### src/rtl/instr_queue_pkg.sv
// Shared types for the Tomasulo front end: the decoded control word handed
// from decode to dispatch, plus instruction-queue local constants.

package tomasula_types;

  typedef enum logic [2:0] {
    ARITH  = 3'd0,
    LUI    = 3'd1,
    AUIPC  = 3'd2,
    BRANCH = 3'd3,
    LD     = 3'd4,
    ST     = 3'd5,
    JALR   = 3'd6
  } op_t;

  typedef struct packed {
    op_t         op;
    logic [4:0]  src1_reg;
    logic [31:0] src1_data;
    logic        src1_valid;
    logic [4:0]  src2_reg;
    logic [31:0] src2_data;
    logic        src2_valid;
    logic [2:0]  funct3;
    logic [6:0]  funct7;
    logic [4:0]  rd;
    logic [31:0] pc;
  } ctl_word;

endpackage

package instr_queue_pkg;

  import tomasula_types::*;

  localparam int IQ_DEPTH_DEFAULT = 8;
  localparam int CW_W             = $bits(ctl_word);

  // True when n is a power of two and at least 2 (legal queue depth).
  function automatic bit depth_ok(input int n);
    return (n >= 2) && ((n & (n - 1)) == 0);
  endfunction

endpackage

### src/rtl/instr_queue_ptr.sv
// Wrapping queue pointer: clears on reset or flush, otherwise steps by one
// on inc. Width equals log2(DEPTH), so the natural overflow is the wrap.

module iq_ptr #(
  parameter int PTR_W = 3
) (
  input  logic             clk,
  input  logic             rst,
  input  logic             clr,
  input  logic             inc,
  output logic [PTR_W-1:0] ptr
);

  // Pointer register; clear wins over increment.
  always_ff @(posedge clk) begin
    if (rst || clr) ptr <= '0;
    else if (inc)   ptr <= ptr + PTR_W'(1);
  end

endmodule

### src/rtl/instr_queue.sv
// Circular instruction queue between decode and Tomasulo dispatch.
// Enqueue side uses ld_iq/ack_o, dequeue side uses dq_valid/dq_ready.
// flush empties the queue in one cycle (mispredict recovery); rst does the
// same and also zeroes storage so the head word reads as zero.

module instr_queue
  import tomasula_types::*;
  import instr_queue_pkg::*;
#(
  parameter int DEPTH = IQ_DEPTH_DEFAULT,
  parameter int CNT_W = $clog2(DEPTH) + 1
) (
  input  logic             clk,
  input  logic             rst,
  input  logic             ld_iq,
  input  ctl_word          control_word_i,
  output logic             ack_o,
  output logic             dq_valid,
  output ctl_word          control_word_o,
  input  logic             dq_ready,
  input  logic             flush,
  output logic [CNT_W-1:0] count,
  output logic             full
);

  localparam int PTR_W = $clog2(DEPTH);

  ctl_word          mem [DEPTH];
  logic [PTR_W-1:0] head, tail;
  logic             push, pop;

  // Acceptance ignores dq_ready so decode never sees a path through dispatch;
  // a full queue refuses even if the head is popped this same cycle.
  assign ack_o    = ld_iq & ~full & ~flush;
  assign push     = ack_o;
  assign dq_valid = (count != '0);
  assign pop      = dq_valid & dq_ready & ~flush;
  assign full     = (count == CNT_W'(DEPTH));

  assign control_word_o = mem[head];

  iq_ptr #(.PTR_W(PTR_W)) u_head (
    .clk (clk),
    .rst (rst),
    .clr (flush),
    .inc (pop),
    .ptr (head)
  );

  iq_ptr #(.PTR_W(PTR_W)) u_tail (
    .clk (clk),
    .rst (rst),
    .clr (flush),
    .inc (push),
    .ptr (tail)
  );

  // Storage write at tail; reset zeroes every entry, flush leaves them alone.
  always_ff @(posedge clk) begin
    if (rst) begin
      for (int i = 0; i < DEPTH; i++) mem[i] <= '0;
    end else if (push) begin
      mem[tail] <= control_word_i;
    end
  end

  // Occupancy: simultaneous push and pop cancel out.
  always_ff @(posedge clk) begin
    if (rst || flush) begin
      count <= '0;
    end else begin
      case ({push, pop})
        2'b10:   count <= count + CNT_W'(1);
        2'b01:   count <= count - CNT_W'(1);
        default: count <= count;
      endcase
    end
  end

`ifndef SYNTHESIS
  // Elaboration-time sanity on the depth parameter.
  if (!depth_ok(DEPTH)) begin : g_bad_depth
    $error("instr_queue: DEPTH must be a power of two and >= 2");
  end

  a_count_range: assert property (@(posedge clk) disable iff (rst)
    count <= CNT_W'(DEPTH));
  a_no_push_full: assert property (@(posedge clk) disable iff (rst)
    !(push && full));
  a_no_pop_empty: assert property (@(posedge clk) disable iff (rst)
    !(pop && count == '0));
`endif

endmodule

### config.mk
export PLATFORM = sky130hd
export DESIGN_NAME = instr_queue
export DESIGN_NICKNAME = d
export VERILOG_FILES = /design/src/rtl/instr_queue_pkg.sv /design/src/rtl/instr_queue_ptr.sv /design/src/rtl/instr_queue.sv
export SDC_FILE = /design/constraint.sdc
export NUM_CORES = 1
export LEC_CHECK = 0
export ABC_CLOCK_PERIOD_IN_PS = 6800
export CORE_MARGIN = 1.5
export CORE_UTILIZATION = 35
export CTS_CLUSTER_SIZE = 25
export DETAILED_ROUTE_END_ITERATION = 8
export PLACE_DENSITY_LB_ADDON = 0.3
export SLEW_MARGIN = 20
export SYNTH_ARGS = -nofsm -noshare
export SYNTH_HDL_FRONTEND = slang
export SYNTH_SLANG_ARGS = --single-unit
### constraint.sdc
create_clock -name clk -period 6.8 [get_ports clk]
set_input_delay 1.36 -clock clk [delete_from_list [all_inputs] [get_ports clk]]
set_output_delay 1.36 -clock clk [all_outputs]
set_load 0.05 [all_outputs]
==> summary.md <==
| Metric | Value |
|---|---|
| Status | finished, final reports clean |
| Fin cells | between 4,000 and 5,000 |
| First-pass GRT wire length | 176 mm |
| Synth Register Bits | 1,021 |
| Register area share after synthesis | between 60 and 70% |
| Max incr delay on CP | between 0.9 and 1 ns |
| Tcrit/Tclk final | 76.0% |
| Crit-path slowest cell | dfxtp_4 |
| Req. time, crit path | between 5 and 6 ns |
| Pin count of the biggest net entering global routing | 127 |
| Post-DP HPWL | between 60 and 70 mm |
| Min Hold Slack | between 0.4 and 0.5 ns |
| Clock Tree Root | clkbuf_16 |
| Share of post-route cells with drive strength above 1 | 18.9% |
| Num Clock Sinks | 1,021 |
| Vias in the first global route | 26,276 |
| Mapped cell area | 44,400 µm² |
| Area leader, netlist | edfxtp_1 |
| CTS max path bufs | 3 |
| Placeable Area | about 130,000 µm² |
| Distinct cells, synth | 42 |
| Setup Crit Path Kind | reg2out |
| Setup violators final | 0 |
| Final WL | around 120 mm |
| Routed Antenna Nets | 0 |
| Slew HR | 31.2% |
| H-tree level count | 3 |
| Cts hold-fix bufs | 0 |
| Levels on crit path | 4 |
| Hold Path Depth | 2 |
| Crit path max fanout | 38 |
| Top cell type's share of synthesized area | 68.1% |
| Max cap viols | 0 |
| Reg clk slew, reported paths | 0.06 ns |
| Cell family with most CP delay | buffers and inverters |
| Grt ovf | 0 |
| Tightest Pin Transition | 1.03 ns |
| FFs w/ async S/R, synth | 0% |
| Routed via count | 25,371 |
| Fmax | 193 MHz |
| Post-layout worst setup margin | 1.63 ns |
| DR pass1 iterations | 5 |
| CP endpoint kind | primary output |
| Clock Skew | 0.0212 ns |
| YS warnings | 0 |
| CP Cell Sequence | buf_4 > mux4_2 > mux2_2 > clkdlybuf4s50_1 |
| CTS tree | built |
| Overall power | 14.0 mW |
| Worst setup SP type | flip-flop |
| Crit path DAT | about 3.8 ns |
| Flip-flop and latch area | 30,500 µm² |
| Min-delay worst type | reg2reg |
| Resize count post-CTS | 0 |
| Fill count | 11,377 |
| RD Place Congestion | approximately 0.71 |
| Post-Syn Area per Cell | 15.1 µm² |
| Port buffer count | between 200 and 300 |
| Fin Setup TNS | 0 ns |
| Avg Vias per Cell | 5.15 |
| Mapped Cells | around 2,900 |
| Post-route DRC violation count | 0 |
| Post-Syn Nets | slightly above 3,000 |
| Initial Util | approximately 35% |
| Routed wire per std cell | ~24 µm |
| Overall die height | 359 µm |
| Cell area power density | roughly 270 nW/µm² |
| Tot GR Track Use | approximately 19% |
| Min cycle time layout | 5.17 ns |
| Std cell rows | 130 |
| CTS buffer count | 110 |
| Post-synth top cells | edfxtp_1, nor2_1, nand2_1, mux4_2, and2_1 |
| Hold Vio Cnt, Final | 0 |
| RSZ-0062 raised after global routing | false |
| Die footprint | 129,000 µm² |
| Die X | 359 µm |
| Area growth from synthesis to layout | 18.4% |
| Setup WS pre-CTS | approximately 1.7 ns |
| Most area-consuming cells after synthesis | edfxtp_1, mux4_2, nor2_1, and2_1, mux2_2 |
| Most common cell in the synthesized netlist | edfxtp_1 |
| Depth of the worst register-to-register path | 7 |
| Pins Over Slew Limit | 0 |
| CP bufs+invs | 2 |
| Setup Buffers After CTS | 0 |
| Synth Flop Type | edfxtp_1 |
| Clk_lat worst skew | 0.74 ns |
| I/O pin cnt | about 260 |
| Peak supply drop | between 0.15 and 0.2 mV |
| DR iter-0 viols | 2,385 |
| Initial antenna violation count | 16 |
| Post-synth EDFFs | 1,008 |
| Cell count after placement | 4,716 |
| Area of the multi-input gates | 13,100 µm² |
| Nets | between 3,000 and 4,000 |
| P_leak | 17.4 nW |
[flip-flops by register name (all words and copies together), names as in the netlist, named ones only]
name,flops
mem,1008
u_head.ptr,3
count,4
u_tail.ptr,3
[cells by family after synthesis]
group	Yosys count	share of synthesized area [%]
fa+ha+maj	6	0.186
compound gates	18	0.304
simple gates	1301	12.6
xor+xnor	4	0.0788
buf+inv	216	2.16
mux	379	16.0
flops	1021	68.7
[routing by layer]
| metal | track usage (%) | share of wire [%] |
|---|---|---|
| met1 | 25.3 | 43 |
| met2 | 30.8 | 49 |
| met3 | 3.08 | 6.3 |
| met5 | 0 | 0.095 |
| met4 | 4.69 | 1.7 |
[per-stage QoR]
stage	utilization [%]	area, µm²
final	41.9	52600
after detailed placement	39.1	49200
after floorplan	-	44400
after CTS	41.9	52600
after global placement	39.1	49200
after global routing	41.9	52600
[report_power, final]
group | internal (mW) | switching [mW] | total, mW
Combinational | 0.337 | 0.612 | 0.949
Sequential | 7.14 | 0.0598 | 7.20
Clock | 3.29 | 2.51 | 5.80
Total | 10.8 | 3.18 | 14.0
[path summary, 6_finish.rpt]
path | from | endpoint | slack, ns
hold / removal | count[3] | count[3] | 0.50
setup / recovery | flip-flop | control_word_o[19] | 1.63
hold reg to reg | count[3] | count[3] | 0.50
setup reg to reg | count[0] | mem[7][108] | 3.28
[cell type report]
class | instances | share of cell area (%)
clock buffers | 129 | 5.36
repair buffers | 331 | 6.59
diodes | 5 | 0.0238
well taps | 1650 | 3.92
inverters | 6 | 0.0428
clock inverters | 72 | 1.15
flip-flops and latches | 1021 | 58.0
multi-input cells | 1708 | 24.9
[tightest hold or removal path, stage by stage (launching register included)]
cell     delay [ns]
dfxtp_1        0.34
nand2_1        0.06
o31ai_1        0.05
[cells in the final DEF (no fill, tap or decap), types with 2 or more instances in the layout]
cell | netlist | routed
edfxtp_1 | 1008 | 1008
nor2_1 | 786 | 784
clkdlybuf4s50_1 | 0 | 263
nand2_1 | 254 | 254
mux4_2 | 252 | 252
and2_1 | 238 | 238
mux2_2 | 126 | 126
clkbuf_16 | 0 | 110
buf_4 | 1 | 42
clkinv_1 | 0 | 38
buf_12 | 0 | 26
clkbuf_1 | 105 | 19
clkinv_2 | 0 | 16
dfxtp_1 | 13 | 10
bufinv_16 | 0 | 9
inv_1 | 6 | 6
diode_2 | 0 | 5
a21oi_1 | 5 | 5
ha_1 | 5 | 5
a31o_4 | 0 | 4
a41o_4 | 0 | 3
nor3_4 | 0 | 3
dfxtp_4 | 0 | 3
inv_6 | 0 | 3
clkinv_8 | 0 | 3
nor2_4 | 0 | 2
or2_2 | 2 | 2
nor4_4 | 2 | 2
nand3_4 | 0 | 2
nand2b_1 | 2 | 2
nor3_2 | 3 | 2
xor2_1 | 2 | 2
xnor2_1 | 2 | 2
clkinv_4 | 0 | 2
Note: power is estimated with default switching activity, not from simulation.
